$ cat src/rtl/spi_reg_ctrl_pkg.sv
// +------------------------------------------------------------------+
// | spi_reg_ctrl_pkg : states, frame fields and constants of the      |
// |                    SPI register controller. Rev 1.0               |
// +------------------------------------------------------------------+
`default_nettype none

package spi_reg_ctrl_pkg;

  typedef enum logic [2:0] {
    ST_IDLE   = 3'd0,
    ST_ACTIVE = 3'd1,
    ST_SETTLE = 3'd2,
    ST_DECODE = 3'd3,
    ST_EXEC   = 3'd4,
    ST_RESP   = 3'd5
  } state_e;

  localparam int RW_BIT   = 15;
  localparam int ADDR_MSB = 14;
  localparam int ADDR_LSB = 8;
  localparam int DATA_MSB = 7;
  localparam int DATA_LSB = 0;

  localparam logic [6:0] CLR_ERR_ADDR  = 7'h7F;
  localparam int         SETTLE_CYCLES = 2;

endpackage

`default_nettype wire

$ cat src/rtl/spi_busy_sync.sv
// +------------------------------------------------------------------+
// | spi_busy_sync : 2-FF synchronizer for the SPI busy level with     |
// |                 rise/fall pulses in the clk domain. Rev 1.0       |
// +------------------------------------------------------------------+
`default_nettype none

module spi_busy_sync (
  input  logic clk,
  input  logic reset_n,
  input  logic async_in,
  output logic sync_out,
  output logic rise,
  output logic fall
);

  logic meta_q, meta_d;
  logic sync_q, sync_d;
  logic prev_q, prev_d;

  always_comb begin
    meta_d = async_in;
    sync_d = meta_q;
    prev_d = sync_q;
  end

  always_ff @(posedge clk or negedge reset_n) begin
    if (!reset_n) begin
      meta_q <= 1'b0;
      sync_q <= 1'b0;
      prev_q <= 1'b0;
    end else begin
      meta_q <= meta_d;
      sync_q <= sync_d;
      prev_q <= prev_d;
    end
  end

  assign sync_out = sync_q;
  assign rise     = sync_q & ~prev_q;
  assign fall     = ~sync_q & prev_q;

endmodule

`default_nettype wire

$ cat src/rtl/spi_reg_ctrl.sv
// +------------------------------------------------------------------+
// | spi_reg_ctrl : sequences SPI slave frames and owns the PWM config |
// |   register bank. Optional watchdog: SPI_REG_CTRL_WDT_EN. Rev 1.0  |
// +------------------------------------------------------------------+
`default_nettype none

module spi_reg_ctrl
  import spi_reg_ctrl_pkg::*;
#(
  parameter int NREG       = 8,
  parameter int WDT_CYCLES = 50_000_000
) (
  input  logic              clk,
  input  logic              reset_n,
  input  logic              spi_busy,
  input  logic [15:0]       spi_rx,
  output logic              spi_rx_enable,
  output logic [15:0]       spi_tx,
  output logic [NREG*8-1:0] regs,
  output logic              frame_done,
  output logic              err,
  output logic              wdt_trip
);

  logic busy_s, busy_rise, unused_fall;

  spi_busy_sync u_busy_sync (
    .clk      (clk),
    .reset_n  (reset_n),
    .async_in (spi_busy),
    .sync_out (busy_s),
    .rise     (busy_rise),
    .fall     (unused_fall)
  );

  state_e            state_q, state_d;
  logic [1:0]        settle_q, settle_d;
  logic [15:0]       rx_q, rx_d;
  logic [15:0]       tx_q, tx_d;
  logic [7:0]        rb_q, rb_d;
  logic [NREG*8-1:0] regs_q, regs_d;
  logic [6:0]        cnt_q, cnt_d;
  logic              err_q, err_d;
  logic              done_q, done_d;
  logic              ovr_q, ovr_d;
  logic              rx_en_q, rx_en_d;
  logic              wr_hit;

  logic [6:0] addr_w;
  logic [7:0] data_w;
  logic       rw_w;
  logic       in_range_w;

  assign addr_w     = rx_q[ADDR_MSB:ADDR_LSB];
  assign data_w     = rx_q[DATA_MSB:DATA_LSB];
  assign rw_w       = rx_q[RW_BIT];
  assign in_range_w = (32'(addr_w) < NREG);

`ifdef SPI_REG_CTRL_WDT_EN
  localparam int WDT_W = (WDT_CYCLES > 2) ? $clog2(WDT_CYCLES) : 1;
  logic [WDT_W-1:0] wdt_q, wdt_d;
  logic             wdt_trip_q, wdt_trip_d;
`else
  logic unused_wdt;
  assign unused_wdt = (WDT_CYCLES == 0);
`endif

  always_comb begin
    state_d  = state_q;
    settle_d = settle_q;
    rx_d     = rx_q;
    tx_d     = tx_q;
    rb_d     = rb_q;
    regs_d   = regs_q;
    cnt_d    = cnt_q;
    err_d    = err_q;
    ovr_d    = ovr_q;
    done_d   = 1'b0;
    wr_hit   = 1'b0;

    case (state_q)
      ST_IDLE:   if (busy_s) state_d = ST_ACTIVE;
      ST_ACTIVE: if (!busy_s) begin
        state_d  = ST_SETTLE;
        settle_d = 2'd0;
      end
      ST_SETTLE: begin
        if (settle_q == 2'(SETTLE_CYCLES - 1)) state_d = ST_DECODE;
        else settle_d = settle_q + 2'd1;
      end
      ST_DECODE: begin
        rx_d    = spi_rx;
        state_d = ST_EXEC;
      end
      ST_EXEC: begin
        if (in_range_w) begin
          if (rw_w) begin
            regs_d[{addr_w, 3'b000} +: 8] = data_w;
            rb_d   = data_w;
            wr_hit = 1'b1;
          end else begin
            rb_d = regs_q[{addr_w, 3'b000} +: 8];
          end
        end else if (rw_w && addr_w == CLR_ERR_ADDR && data_w == 8'h00) begin
          err_d = 1'b0;
          rb_d  = 8'h00;
        end else begin
          err_d = 1'b1;
          rb_d  = 8'h00;
        end
        // An overrun seen earlier in this frame outranks an error-clear command
        if (ovr_q) err_d = 1'b1;
        cnt_d   = cnt_q + 7'd1;
        state_d = ST_RESP;
      end
      ST_RESP: begin
        tx_d    = {err_q, cnt_q, rb_q};
        done_d  = 1'b1;
        state_d = (busy_s || ovr_q) ? ST_ACTIVE : ST_IDLE;
        ovr_d   = 1'b0;
      end
      default: state_d = ST_IDLE;
    endcase

    if (busy_rise && (state_q inside {ST_SETTLE, ST_DECODE, ST_EXEC, ST_RESP})) begin
      err_d = 1'b1;
      if (state_q != ST_RESP) ovr_d = 1'b1;
    end

`ifdef SPI_REG_CTRL_WDT_EN
    wdt_trip_d = 1'b0;
    if (wr_hit) begin
      wdt_d = '0;
    end else if (wdt_q == WDT_W'(WDT_CYCLES - 1)) begin
      wdt_d      = '0;
      regs_d     = '0;
      err_d      = 1'b1;
      wdt_trip_d = 1'b1;
    end else begin
      wdt_d = wdt_q + 1'b1;
    end
`endif

    rx_en_d = (state_d inside {ST_IDLE, ST_ACTIVE, ST_SETTLE});
  end

  always_ff @(posedge clk or negedge reset_n) begin
    if (!reset_n) begin
      state_q  <= ST_IDLE;
      settle_q <= 2'd0;
      rx_q     <= 16'h0000;
      tx_q     <= 16'h0000;
      rb_q     <= 8'h00;
      regs_q   <= '0;
      cnt_q    <= 7'd0;
      err_q    <= 1'b0;
      ovr_q    <= 1'b0;
      done_q   <= 1'b0;
      rx_en_q  <= 1'b1;
    end else begin
      state_q  <= state_d;
      settle_q <= settle_d;
      rx_q     <= rx_d;
      tx_q     <= tx_d;
      rb_q     <= rb_d;
      regs_q   <= regs_d;
      cnt_q    <= cnt_d;
      err_q    <= err_d;
      ovr_q    <= ovr_d;
      done_q   <= done_d;
      rx_en_q  <= rx_en_d;
    end
  end

`ifdef SPI_REG_CTRL_WDT_EN
  always_ff @(posedge clk or negedge reset_n) begin
    if (!reset_n) begin
      wdt_q      <= '0;
      wdt_trip_q <= 1'b0;
    end else begin
      wdt_q      <= wdt_d;
      wdt_trip_q <= wdt_trip_d;
    end
  end
  assign wdt_trip = wdt_trip_q;
`else
  assign wdt_trip = 1'b0;
`endif

  assign spi_rx_enable = rx_en_q;
  assign spi_tx        = tx_q;
  assign regs          = regs_q;
  assign frame_done    = done_q;
  assign err           = err_q;

endmodule

`default_nettype wire

$ cat config.mk
export PLATFORM = sky130hd
export DESIGN_NAME = spi_reg_ctrl
export DESIGN_NICKNAME = d
export VERILOG_FILES = /design/src/rtl/spi_reg_ctrl_pkg.sv /design/src/rtl/spi_busy_sync.sv /design/src/rtl/spi_reg_ctrl.sv
export SDC_FILE = /design/constraint.sdc
export NUM_CORES = 1
export LEC_CHECK = 0
export CORE_ASPECT_RATIO = 0.6
export CORE_MARGIN = 8
export CORE_UTILIZATION = 48
export DETAILED_ROUTE_END_ITERATION = 7
export PLACE_DENSITY = 0.77
export REMOVE_ABC_BUFFERS = 1
export SYNTH_ARGS = -nofsm -noshare
export SYNTH_HDL_FRONTEND = slang
export SYNTH_HIERARCHICAL = 1
export SYNTH_SLANG_ARGS = --single-unit
$ cat constraint.sdc
create_clock -name clk -period 2.95 [get_ports clk]
set_clock_uncertainty 0.15 [all_clocks]
set_input_delay 0.295 -clock clk [delete_from_list [all_inputs] [get_ports clk]]
set_output_delay 0.295 -clock clk [all_outputs]
set_load 0.1 [all_outputs]
==> Implementation_results.wiki, run 1 <==
{| class="wikitable"
! Metric !! Value
|-
| Status || complete, no violations
|-
| Largest net degree at the start of global routing || 54
|-
| Antenna cells || 0
|-
| Post-CTS setup buffers || 0
|-
| CTS tree || done
|-
| Number of standard cells in the final layout excluding fillers || 736
|-
| Final period demand of the worst path || 2640 ps
|-
| Share of final-layout standard cells stronger than drive strength 1 || 0.440
|-
| Final period utilization || 0.895
|-
| Number of rows created at floorplan || 31
|-
| PostCTS Resize Cnt || 0
|-
| Clock group share of total power || 0.298
|-
| Most common library cell in the layout ignoring fill and taps || sky130_fd_sc_hd__dfrtp_1
|-
| Floorplan die area || 16100 sq um
|-
| Post-CTS clock slew at the launch and capture registers of the worst setup and hold paths || 50 ps
|-
| Largest fanout on the critical path || 10
|-
| Net count reported at finish || 581
|-
| Clock root buffer || sky130_fd_sc_hd__clkbuf_16
|-
| Post-synth design cell area || 5870 sq um
|-
| Global-route track usage on met2 || 0.310
|-
| Total congestion overflow || 0
|-
| Initial antenna violation count || 0
|-
| TritonRoute pass-1 iters || 4
|-
| Depth of the CTS H-tree || 4
|-
| Worst slack, placed || 362 ps
|-
| Number of setup violations in the final report || 0
|-
| Vias in the first global route || 4314
|-
| Switching power total || 2.59 mW
|-
| Global-route track usage on met3 || 0.0552
|-
| Total DRC errors in the routed layout || 0
|-
| Maximum vdd ir drop || ~0.46 mV
|-
| Remaining antenna violation count || 0
|-
| I/O pin count || 103
|-
| Fmax || ~380 MHz
|-
| Cell internal pwr || between 3 and 4 mW
|-
| Total instance count after detailed placement || 703
|-
| Count of final hold-check violations || 0
|-
| Routability-driven placement congestion ratio || approximately 0.9
|-
| Overall Power || 6.51 mW
|-
| Required time of the worst setup path || 3090 ps
|-
| Routed vias || 4021
|-
| Ratio of total power to cell area || 872 nW/um^2
|-
| Crit. End Element || flop
|-
| CP startpoint kind || flop
|-
| Mapped Avg Cell Area || 13.2 sq um
|-
| Standard cell area after detailed placement || between 6000 and 7000 sq um
|-
| GRT Total Usage || 0.199
|-
| Setup repair after global routing missed its margin || no
|-
| Power share of the combinational group || 0.335
|-
| Clock buffer count from CTS || 17
|-
| HPWL Detailed || 10900 microns
|-
| Layout area overhead || 27.2%
|-
| Slew at the pin with the worst max-slew slack || about 820 ps
|-
| Maximum Capacitance Violations || 0
|-
| Warning count from the yosys run || 6
|-
| Post-Route Hold Slack || 186 ps
|-
| Post-synthesis instance total || 445
|-
| GRT Max-Usage Layer || met2
|-
| Final Max Slew Viols || 0
|-
| CTS max path bufs || 2
|-
| Detail-routed via count per cell || about 5.5
|-
| Number of clock sinks || 123
|-
| Worst-case headroom to the max-slew limit || 0.449
|-
| Worst path setup slack after routing || 310 ps
|-
| Insertion delay to the later sink of the worst-skew pair || roughly 400 ps
|-
| Setup CP Type || flop to flop
|-
| Die width || 159 microns
|-
| Most frequent cells in the layout || 122 x sky130_fd_sc_hd__dfrtp_1, 100 x sky130_fd_sc_hd__buf_4, 77 x sky130_fd_sc_hd__mux2_2
|-
| Initial cell density of the core || 0.489
|-
| Global-route track usage on met1 || 0.273
|-
| TNS Setup || 0 ps
|-
| CP arrival || around 2800 ps
|-
| First-pass GRT wire length || 24900 microns
|-
| Share of total power consumed by net switching || 0.398
|-
| Sequential cell fraction of total power || 0.367
|-
| Violation count after the first detailed-route iteration || roughly 260
|-
| DIE HEIGHT || 102 microns
|-
| Cts-stage hold buffer count || 1
|-
| Post-route design area || about 7500 sq um
|-
| Total Routed Length || ~15000 microns
|-
| Number of I/O port buffers || 101
|-
| Worst min path class || input port to flop
|-
| Utilization of the core after routing || 0.623
|-
| Core outline area || 12000 sq um
|-
| Leakage dissipation || 3.61 nW
|-
| Average wire per standard cell || 20.9 microns
|}
-- power by group through the flow --
stage | registers (mW) | logic [mW] | clock network [mW]
6_report | 2.39 | 2.18 | 1.94
5_1_grt | 2.43 | 2.34 | 2.06
4_1_cts | 2.38 | 2.18 | 1.97
3_5_place_dp | 2.40 | 2.16 | 0
3_3_place_gp | 2.39 | 2.11 | 0
2_1_floorplan | 2.84 | 0.994 | 0
-- final timing paths --
| path | start | end | slack (ps) | depth (start not counted) |
|---|---|---|---|---|
| worst max-delay path | rx_q[9] | regs[43] | 310 | 7 |
| worst min-delay path | spi_busy | u_busy_sync/meta_q | 190 | 1 |
| worst max register to register | rx_q[9] | regs[43] | 310 | 7 |
| worst min register to register | u_busy_sync/meta_q | u_busy_sync/sync_out | 200 | 0 |
| max in group asynchronous | reset_n | rx_q[8] | 1530 | 3 |
| min in group asynchronous | reset_n | spi_tx[15] | 320 | 2 |
-- metal layers --
metal | share of wire | wire length, microns | up-vias
met4 | 0.0078 | 121 | 0
met3 | 0.075 | 1150 | 13
li1 | - | - | 1819
met1 | 0.45 | 6970 | 2046
met2 | 0.47 | 7180 | 143
met5 | 0 | 0 | -
-- worst max-delay path, stage by stage (launching register included) --
cell and delay (ps):
sky130_fd_sc_hd__dfrtp_1 390, sky130_fd_sc_hd__inv_1 90, sky130_fd_sc_hd__ha_1 340, sky130_fd_sc_hd__nor3b_1 540, sky130_fd_sc_hd__nor2b_1 150, sky130_fd_sc_hd__nor4_4 280
sky130_fd_sc_hd__buf_4 230, sky130_fd_sc_hd__mux2_2 350
-- state kept, by name, summed over array words and instances, names as in the netlist --
register	cells
state_q	3
spi_rx_enable	1
regs	64
u_busy_sync/prev_q	1
spi_tx	16
frame_done	1
err	1
cnt_q	7
rx_q	16
rb_q	8
settle_q	2
ovr_q	1
u_busy_sync/sync_out	1
u_busy_sync/meta_q	1
-- layout make-up --
cell class	instances	area [sq um]
fillers	923	4520
clock buffers	18	439
repair buffers	119	951
flip-flops and latches	123	3080
well taps	165	206
inverters	15	56.3
multi-input cells	282	2610
clock inverters	14	125
No activity file was read; power rests on OpenSTA's default activity.
==> run 2, diff against run 1 <==
--- a/config.mk
+++ b/config.mk
@@ -9,6 +9,7 @@
 export CORE_MARGIN = 8
 export CORE_UTILIZATION = 48
 export DETAILED_ROUTE_END_ITERATION = 7
+export HOLD_SLACK_MARGIN = 0.03
 export PLACE_DENSITY = 0.77
 export REMOVE_ABC_BUFFERS = 1
 export SYNTH_ARGS = -nofsm -noshare
==> results of run 2 <==
Final layout, timing and power as in run 1 (identical DEF).
==> run 3, diff against run 2 <==
--- a/config.mk
+++ b/config.mk
@@ -8,6 +8,7 @@
 export CORE_ASPECT_RATIO = 0.6
 export CORE_MARGIN = 8
 export CORE_UTILIZATION = 48
+export CTS_CLUSTER_SIZE = 14
 export DETAILED_ROUTE_END_ITERATION = 7
 export HOLD_SLACK_MARGIN = 0.03
 export PLACE_DENSITY = 0.77
==> results of run 3 <==
Final layout, timing and power as in run 1 (identical DEF).
